==> src/rtl/matrix_pkg.sv <==
// Shared types and RAM word layout for the HUB75 scan controller.
package matrix_pkg;

    typedef enum logic [2:0] {
        S_IDLE     = 3'd0,
        S_FETCH    = 3'd1,
        S_SHIFT_LO = 3'd2,
        S_SHIFT_HI = 3'd3,
        S_BLANK    = 3'd4,
        S_LATCH    = 3'd5,
        S_DISPLAY  = 3'd6
    } state_t;

    localparam int BITS_PER_PLANE = 6;
    localparam int OFS_R0 = 5;
    localparam int OFS_G0 = 4;
    localparam int OFS_B0 = 3;
    localparam int OFS_R1 = 2;
    localparam int OFS_G1 = 1;
    localparam int OFS_B1 = 0;

endpackage

==> src/rtl/matrix_bcm_timer.sv <==
// Loadable down-counter timing the DISPLAY phase of one bit plane.
module matrix_bcm_timer #(
    parameter int CNT_W = 7
) (
    input  logic             clk,
    input  logic             reset,
    input  logic             i_load,
    input  logic             i_dec,
    input  logic [CNT_W-1:0] i_val,
    output logic             o_done
);

    logic [CNT_W-1:0] r_cnt;

    always_ff @(posedge clk or posedge reset) begin
        if (reset) begin
            r_cnt <= '0;
        end else if (i_load) begin
            r_cnt <= i_val;
        end else if (i_dec && r_cnt != '0) begin
            r_cnt <= r_cnt - 1'b1;
        end
    end

    // done on the last display cycle so the FSM leaves after exactly i_val cycles
    assign o_done = (r_cnt == CNT_W'(1));

endmodule

==> src/rtl/matrix_scan_ctrl.sv <==
// HUB75 scan scheduler: row-pair / bit-plane / column sequencing over a double-buffered frame RAM.
module matrix_scan_ctrl
    import matrix_pkg::*;
#(
    parameter int COLS       = 32,
    parameter int ROW_ADDR_W = 4,
    parameter int PLANES     = 4,
    parameter int BASE_ON    = 8
) (
    input  logic                                   clk,
    input  logic                                   reset,
    input  logic                                   en,
    input  logic                                   swap_req,
    output logic                                   swap_ack,
    output logic                                   disp_buf,
    output logic [ROW_ADDR_W+$clog2(COLS):0]       rd_addr,
    input  logic [BITS_PER_PLANE*PLANES-1:0]       rd_data,
    output logic                                   R0,
    output logic                                   G0,
    output logic                                   B0,
    output logic                                   R1,
    output logic                                   G1,
    output logic                                   B1,
    output logic                                   outclk,
    output logic                                   latch,
    output logic                                   eo,
    output logic [ROW_ADDR_W-1:0]                  row_address,
    output logic                                   frame_done
);

    localparam int COL_W = $clog2(COLS);
    localparam int PL_W  = $clog2(PLANES);
    localparam int CNT_W = $clog2(BASE_ON << (PLANES - 1)) + 1;

    state_t r_state;
    state_t w_state_nxt;

    logic [COL_W-1:0]          r_col;
    logic [PL_W-1:0]           r_plane;
    logic [ROW_ADDR_W-1:0]     r_row;
    logic [ROW_ADDR_W-1:0]     r_row_address;
    logic [BITS_PER_PLANE-1:0] r_rgb;
    logic                      r_disp_buf;
    logic                      r_outclk;
    logic                      r_latch;
    logic                      r_eo;
    logic                      r_swap_ack;
    logic                      r_frame_done;

    logic                      w_last_col;
    logic                      w_last_plane;
    logic                      w_last_row;
    logic                      w_disp_done;
    logic                      w_line_end;
    logic                      w_frame_end;
    logic                      w_outclk_nxt;
    logic                      w_latch_nxt;
    logic                      w_eo_nxt;
    logic [CNT_W-1:0]          w_on_cycles;

    assign w_last_col   = (r_col == COL_W'(COLS - 1));
    assign w_last_plane = (r_plane == PL_W'(PLANES - 1));
    assign w_last_row   = &r_row;
    assign w_line_end   = (r_state == S_DISPLAY) && w_disp_done;
    assign w_frame_end  = w_line_end && w_last_plane && w_last_row;
    assign w_on_cycles  = CNT_W'(BASE_ON) << r_plane;

    matrix_bcm_timer #(
        .CNT_W (CNT_W)
    ) u_timer (
        .clk    (clk),
        .reset  (reset),
        .i_load (r_state == S_LATCH),
        .i_dec  (r_state == S_DISPLAY),
        .i_val  (w_on_cycles),
        .o_done (w_disp_done)
    );

    always_ff @(posedge clk or posedge reset) begin
        if (reset) begin
            r_state <= S_IDLE;
        end else begin
            r_state <= w_state_nxt;
        end
    end

    always_comb begin
        w_state_nxt = r_state;
        unique case (r_state)
            S_IDLE:     if (en) w_state_nxt = S_FETCH;
            S_FETCH:    w_state_nxt = S_SHIFT_LO;
            S_SHIFT_LO: w_state_nxt = S_SHIFT_HI;
            S_SHIFT_HI: w_state_nxt = w_last_col ? S_BLANK : S_FETCH;
            S_BLANK:    w_state_nxt = S_LATCH;
            S_LATCH:    w_state_nxt = S_DISPLAY;
            S_DISPLAY: begin
                // en is only sampled at frame end so a frame is never cut short
                if (w_disp_done) begin
                    w_state_nxt = (w_frame_end && !en) ? S_IDLE : S_FETCH;
                end
            end
            default:    w_state_nxt = S_IDLE;
        endcase
    end

    // panel strobes are registered from the next state so they line up with it
    always_comb begin
        w_outclk_nxt = 1'b0;
        w_latch_nxt  = 1'b0;
        w_eo_nxt     = 1'b0;
        unique case (w_state_nxt)
            S_IDLE:     w_eo_nxt = 1'b1;
            S_SHIFT_HI: w_outclk_nxt = 1'b1;
            S_BLANK:    w_eo_nxt = 1'b1;
            S_LATCH: begin
                w_eo_nxt    = 1'b1;
                w_latch_nxt = 1'b1;
            end
            default: begin
                w_eo_nxt = 1'b0;
            end
        endcase
    end

    always_ff @(posedge clk or posedge reset) begin
        if (reset) begin
            r_outclk <= 1'b0;
            r_latch  <= 1'b0;
            r_eo     <= 1'b1;
        end else begin
            r_outclk <= w_outclk_nxt;
            r_latch  <= w_latch_nxt;
            r_eo     <= w_eo_nxt;
        end
    end

    always_ff @(posedge clk or posedge reset) begin
        if (reset) begin
            r_col         <= '0;
            r_plane       <= '0;
            r_row         <= '0;
            r_row_address <= '0;
            r_rgb         <= '0;
            r_disp_buf    <= 1'b0;
            r_swap_ack    <= 1'b0;
            r_frame_done  <= 1'b0;
        end else begin
            r_swap_ack   <= 1'b0;
            r_frame_done <= 1'b0;
            unique case (r_state)
                S_IDLE: begin
                    r_col   <= '0;
                    r_plane <= '0;
                    r_row   <= '0;
                end
                S_SHIFT_LO: begin
                    r_rgb <= rd_data[int'(r_plane)*BITS_PER_PLANE +: BITS_PER_PLANE];
                end
                S_SHIFT_HI: begin
                    r_col <= w_last_col ? '0 : r_col + 1'b1;
                end
                S_BLANK: begin
                    r_row_address <= r_row;
                end
                S_DISPLAY: begin
                    if (w_line_end) begin
                        r_plane <= w_last_plane ? '0 : r_plane + 1'b1;
                        if (w_last_plane) r_row <= r_row + 1'b1;
                    end
                    // buffers only change hands between frames
                    if (w_frame_end) begin
                        r_frame_done <= 1'b1;
                        if (swap_req) begin
                            r_disp_buf <= ~r_disp_buf;
                            r_swap_ack <= 1'b1;
                        end
                    end
                end
                default: begin
                    r_col <= r_col;
                end
            endcase
        end
    end

    assign rd_addr     = {r_disp_buf, r_row, r_col};
    assign disp_buf    = r_disp_buf;
    assign swap_ack    = r_swap_ack;
    assign frame_done  = r_frame_done;
    assign row_address = r_row_address;
    assign outclk      = r_outclk;
    assign latch       = r_latch;
    assign eo          = r_eo;
    assign R0          = r_rgb[OFS_R0];
    assign G0          = r_rgb[OFS_G0];
    assign B0          = r_rgb[OFS_B0];
    assign R1          = r_rgb[OFS_R1];
    assign G1          = r_rgb[OFS_G1];
    assign B1          = r_rgb[OFS_B1];

endmodule

==> config.mk <==
export PLATFORM = sky130hd
export DESIGN_NAME = matrix_scan_ctrl
export DESIGN_NICKNAME = d
export VERILOG_FILES = /design/src/rtl/matrix_pkg.sv /design/src/rtl/matrix_bcm_timer.sv /design/src/rtl/matrix_scan_ctrl.sv
export SDC_FILE = /design/constraint.sdc
export NUM_CORES = 1
export LEC_CHECK = 0
export CAP_MARGIN = 10
export CORE_ASPECT_RATIO = 1.4
export CORE_MARGIN = 2
export CORE_UTILIZATION = 44
export CTS_CLUSTER_SIZE = 14
export DETAILED_ROUTE_END_ITERATION = 12
export HOLD_SLACK_MARGIN = 0.12
export MAX_ROUTING_LAYER = met4
export PLACE_DENSITY = 0.8
export SLEW_MARGIN = 20
export SYNTH_ARGS = -nofsm -noshare
export SYNTH_HDL_FRONTEND = slang
export SYNTH_SLANG_ARGS = --single-unit
==> constraint.sdc <==
create_clock -name clk -period 1.6 [get_ports clk]
set_clock_uncertainty 0.05 [all_clocks]
set_input_delay 0.32 -clock clk [delete_from_list [all_inputs] [get_ports clk]]
set_output_delay 0.32 -clock clk [all_outputs]
set_load 0.01 [all_outputs]
==> results of run 1 <==
## path summary, 6_finish.rpt
kind	start	endpoint	slack (ps)	cells after the start
max	u_timer.r_cnt[1]	r_row[0]	-30	6
min in group clk	disp_buf	disp_buf	450	1
max reg2reg	u_timer.r_cnt[1]	r_row[0]	-30	6
min reg2reg	disp_buf	disp_buf	450	1
max in group asynchronous	reset	eo	930	3
min	reset	outclk	320	3
## worst max-delay path: stages (launching register included)
cell	delay, ps
dfrtp_1	390
inv_2	80
ha_4	120
nor4b_4	290
and2_4	250
mux2i_1	80
a22o_1	250
## report_power, final
group	switching [W]	total, W	internal [W]
logic	0.0000375	0.000126	0.0000884
clock network	0.000321	0.000672	0.000351
registers	0.00000340	0.000946	0.000943
total	0.000362	0.00174	0.00138
## per-stage QoR
stage,cells,cell area [sq um],total power [W]
CTS,341,3050,0.00176
global placement,328,2910,0.00109
finish,347,3180,0.00174
floorplan,187,2090,0.00100
detailed placement,328,2910,0.00109
global route,347,3180,0.00182
## cells in the mapped netlist (2+ instances only)
master / number / share of area (%)
o311ai_1: 2 / 0.85
nand2b_1: 2 / 0.60
mux2_2: 10 / 5.4
a31oi_1: 3 / 0.91
mux2i_1: 4 / 1.9
and3_1: 4 / 1.2
a22o_1: 6 / 2.5
a21oi_1: 6 / 1.4
ha_1: 9 / 5.4
nor2_1: 13 / 2.4
nand2_1: 11 / 2.0
xor2_1: 2 / 0.85
inv_1: 15 / 2.7
a41oi_1: 2 / 0.85
buf_2: 4 / 0.97
nor2b_1: 2 / 0.60
dfrtp_1: 36 / 43
nand3b_1: 4 / 1.4
mux4_2: 6 / 6.5
nand4_1: 3 / 0.91
o21ai_1: 3 / 0.72
nand3_1: 4 / 0.97
o21ai_0: 7 / 1.7
## per-layer routing
layer  routed length, microns  track usage, %
met1                     1960            24.6
met2                     2880            34.1
met3                      178            4.57
met4                      117            7.35
met5                        0               -
## area by class of cell
class	count	area share, %
multi-input cells	127	36.4
inverters	15	1.77
repair buffers	98	27.3
flip-flops and latches	37	29.3
well taps	62	2.44
clock buffers	8	2.83
## registers in the layout, indices dropped and copies added, names as in the netlist, 2 cells and up
register	cells
r_col	5
r_plane	2
r_rgb	6
r_row	4
r_state	3
row_address	4
u_timer.r_cnt	7
## repair_timing
item | 4_1_cts | 5_1_grt
resized for setup | 16 | 23
pin swaps | 2 | 20
buffers inserted | 5 | 6
endpoints found under the setup margin | 20 | 25
hold endpoints to repair | 0 | 0
## logic make-up after synthesis
logic type / Yosys count / synth area share (%)
muxes: 20 / 13.9
buffers and inverters: 23 / 4.95
AOI/OAI and AO/OA: 38 / 13.1
and+or+nand+nor: 57 / 16.7
adders and majority gates: 9 / 5.43
DFF: 37 / 44.7
xor gates and xnor gates: 3 / 1.27
## cell usage in the layout, fill, tap and decap left out, drive strengths merged, types with 7 or more instances in the layout
master	instances
buf	45
clkbuf	9
clkdlybuf4s50	43
dfrtp	36
dlygate4sd2	7
ha	9
inv	15
mux2	10
nand2	12
nor2	14
o21ai	10
==> metrics.txt, run 1 <==
core area 4540 sq um; mapped cell area 2070 sq um; Top FF cell, synth dfrtp_1; CTS max path bufs 2; Worst EP required 1720 ps; Layout area overhead 53.3%; Ys Warns 0; ant diodes 0; CP Launch Type register; CTS Buf Count 5; fmax 615 MHz; largest net degree at the start of global routing 21; total die area 5280 sq um; cell area power density about 550 nW/um^2; Seq/Total Area, Yosys 44.7%; fin nets 321; RSZ-0062 raised after global routing yes; Setup-failing EPs final 4; sum of negative setup slack -57.5 ps; first-pass GRT wire length ~8100 microns; FP Rows 29; critical path type register to register; hold slack final 322 ps; Async SR Flop Fraction 100%; share of layout cells above drive strength 1 ~34%; Synth Area per Inst 11.1 sq um; CTS Root Cell clkbuf_8; number of synthesized register bits 37; post-DR wirelength/cell between 10 and 15 microns; headroom to the max-slew limit 71.5%; clock-pin slew on the worst setup and hold paths 70 ps; Post-synth EDFFs 0; Least-Margin Pin Slew 425 ps; Max-Cap Viols 0; Final period util 102%; RD Place Congestion 0.819; H-tree depth 2; Final Slew Violations 0; drt pass-1 iters 4; # fillers 326; pre-CTS setup slack -88.6 ps; PortBufs 53; footprint of the multi-input gates 1160 sq um; crit path DAT 1750 ps; vias in the first global route 1,803; failing checks setup timing; via/cell ratio 5.25; Post-CTS Hold Buffers 0; initial antenna violation count 0; via count 1,821; chip width roughly 62 microns; leakage power 1.46 nW; Syn Nets 224; detailed-route wire length 5140 microns; Worst setup EP type register; Post-Synthesis Cells about 190; DP HPWL approximately 3700 microns; initial core utilization a little under half; clk_lat worst skew about 300 ps; VDD IR-drop max 530 uV; gr ovfl total 0; I/O pins 54; status finished with violations; minimum clock period 1630 ps; post-route ant nets 0; worst min path class primary input to asynchronous set/reset pin; crit path max fanout 5; Iter 0 DRT Violations 80; Unique masters post-synth 52; Final Util 70.1%; DRC 0; total track usage 20.9%; TritonCTS clock tree done; Final WS setup -26.5 ps; sequential cell area approximately 930 sq um; Die Y 85.2 microns; # clock sinks 37; Final Hold Vio Count 0
Power figures use the tool's default switching activity.
==> inputs of run 2 (changes only) <==
--- a/config.mk
+++ b/config.mk
@@ -8,12 +8,13 @@
 export CAP_MARGIN = 10
 export CORE_ASPECT_RATIO = 1.4
 export CORE_MARGIN = 2
-export CORE_UTILIZATION = 44
+export CORE_UTILIZATION = 45
+export CTS_BUF_LIST = sky130_fd_sc_hd__clkbuf_2
 export CTS_CLUSTER_SIZE = 14
 export DETAILED_ROUTE_END_ITERATION = 12
 export HOLD_SLACK_MARGIN = 0.12
 export MAX_ROUTING_LAYER = met4
-export PLACE_DENSITY = 0.8
+export PLACE_DENSITY = 0.82
 export SLEW_MARGIN = 20
 export SYNTH_ARGS = -nofsm -noshare
 export SYNTH_HDL_FRONTEND = slang
==> run 2 against run 1 <==
The flow still finishes with violations (setup timing); clock power rose by 13%; cell area rose by 4.2%; die area is 2.1% lower; flip-flop and latch count is the same; cell count up 2.3%; count of clock-buffer cells in the layout fell by 3; setup slack lost 73 ps; total power grew 5.7%; maximum frequency is 4.3% lower; largest power group unchanged; sequential share of layout area down 1.1 points; via count increased by 6.3%.
==> metrics.txt, run 2 (synthesis gave the netlist of run 1 again) <==
initial core utilization 46.1%; share of layout cells above drive strength 1 41.6%; H-tree depth 2; Die Y 84.3 microns; post-route ant nets 0; worst min path class primary input to register; leakage power 1.61 nW; most frequent cells in the layout 46 x buf_4, 33 x dfrtp_1, 27 x clkdlybuf4s50_1; via/cell ratio 5.45; Final period util 106%; fmax 588 MHz; vias in the first global route 1,927; Final Hold Vio Count 0; gr ovfl total 0; CTS Buf Count 5; CTS Root Cell clkbuf_2; Iter 0 DRT Violations ~70; CTS max path bufs 2; clock-pin slew on the worst setup and hold paths between 200 and 250 ps; core area approximately 4500 sq um; Least-Margin Pin Slew slightly below 500 ps; crit path max fanout 5; sum of negative setup slack -374 ps; largest net degree at the start of global routing 20; Regs by FF count u_timer.r_cnt x7, r_rgb x6, r_col x5; Final Slew Violations 0; drt pass-1 iters 4; I/O pins 54; critical path type register to register; Worst setup EP type register; DRC 0; total die area approximately 5200 sq um; minimum clock period 1700 ps; via count 1,935; FP Rows 29; clk_lat worst skew 410 ps; Setup-failing EPs final 10; DP HPWL 3800 microns; VDD IR-drop max 449 uV; chip width between 60 and 70 microns; post-DR wirelength/cell 16.0 microns; TritonCTS clock tree done; headroom to the max-slew limit 66.8%; Max-Cap Viols 0; RD Place Congestion 0.819; CP Launch Type register; Largest register FFs 7; detailed-route wire length 5670 microns; cell area power density approximately 560 nW/um^2; ant diodes 0; # clock sinks 37; crit path DAT 1980 ps; Pwr Total between 0.0015 and 0.002 W; Final WS setup -99.5 ps; PortBufs 53; total track usage between 20 and 25%; first-pass GRT wire length 8570 microns; most common cell after layout, fill and taps aside buf_4; status finished with violations; Largest Register u_timer.r_cnt; Layout area overhead 59.7%; initial antenna violation count 0; failing checks setup timing; fin nets between 300 and 400; Worst EP required about 1900 ps; RSZ-0062 raised after global routing yes; pre-CTS setup slack -61.6 ps
run 2: cell count changes in the layout (fill, tap and decap cells not counted), moves of 3 or more:
cell / before / now
clkbuf_2: 1 / 9
clkbuf_8: 6 / 0
nand2_4: 0 / 4
clkdlybuf4s50_1: 43 / 27
buf_4: 43 / 46
dlygate4sd2_1: 7 / 20
run 2: area by class of cell:
type / count / area [sq um]
clock inverter: 3 / 65.1
fill: 319 / 1190
clock buffer: 5 / 25.0
multi-input combinational: 127 / 1240
tap: 62 / 77.6
inverter: 15 / 58.8
sequential: 37 / 931
timing repair buffer: 106 / 911
run 2: critical path, cell delays in order (launching register included):
cell	delay [ps]
dfrtp_1	430
inv_2	100
ha_4	130
nor4b_4	290
and2_4	280
mux2i_1	90
a22o_1	250
run 2: final timing paths:
kind / start / to / slack, ps / depth (start not counted)
worst min register to register: row_address[2] / row_address[2] / 480 / 1
min in group asynchronous: reset / outclk / 620 / 3
worst min-delay path: swap_req / swap_ack / 470 / 3
max in group asynchronous: reset / u_timer.r_cnt[0] / 350 / 4
worst max register to register: u_timer.r_cnt[1] / r_row[0] / -100 / 6
worst max-delay path: u_timer.r_cnt[1] / r_row[0] / -100 / 6
run 2: metrics by stage:
step                cell area [sq um]  util, %  hold WS [ps]  cells
floorplan                        2090        -           404    187
global placement                 2920     64.8           439    327
detailed placement               2920     64.8           445    327
CTS                              3170     70.4           409    349
global route                     3310     73.6           458    355
finish                           3310     73.6           472    355
run 2: report_power, final:
part | leakage [nW] | internal (W) | switching, W | total [W]
logic | 1.07 | 0.0000910 | 0.0000433 | 0.000134
clock network | 0.0529 | 0.000418 | 0.000344 | 0.000762
registers | 0.487 | 0.000944 | 0.00000378 | 0.000948
run 2: metal layers:
layer	track usage, %	part of all wire (%)	vias to the layer above
li1	-	-	895
met4	12.2	4.4	0
met3	4.78	4.4	24
met5	-	0	-
met1	23.6	37	952
met2	39.1	54	64
run 2: repair_timing:
| action | in CTS | in global routing |
|---|---|---|
| setup endpoints to repair | 35 | 26 |
| hold endpoints to repair | 4 | 0 |
| buffers inserted | 14 | 6 |
| hold buffers | 1 | 0 |
| resized for setup | 57 | 32 |
| pin swaps | 13 | 16 |
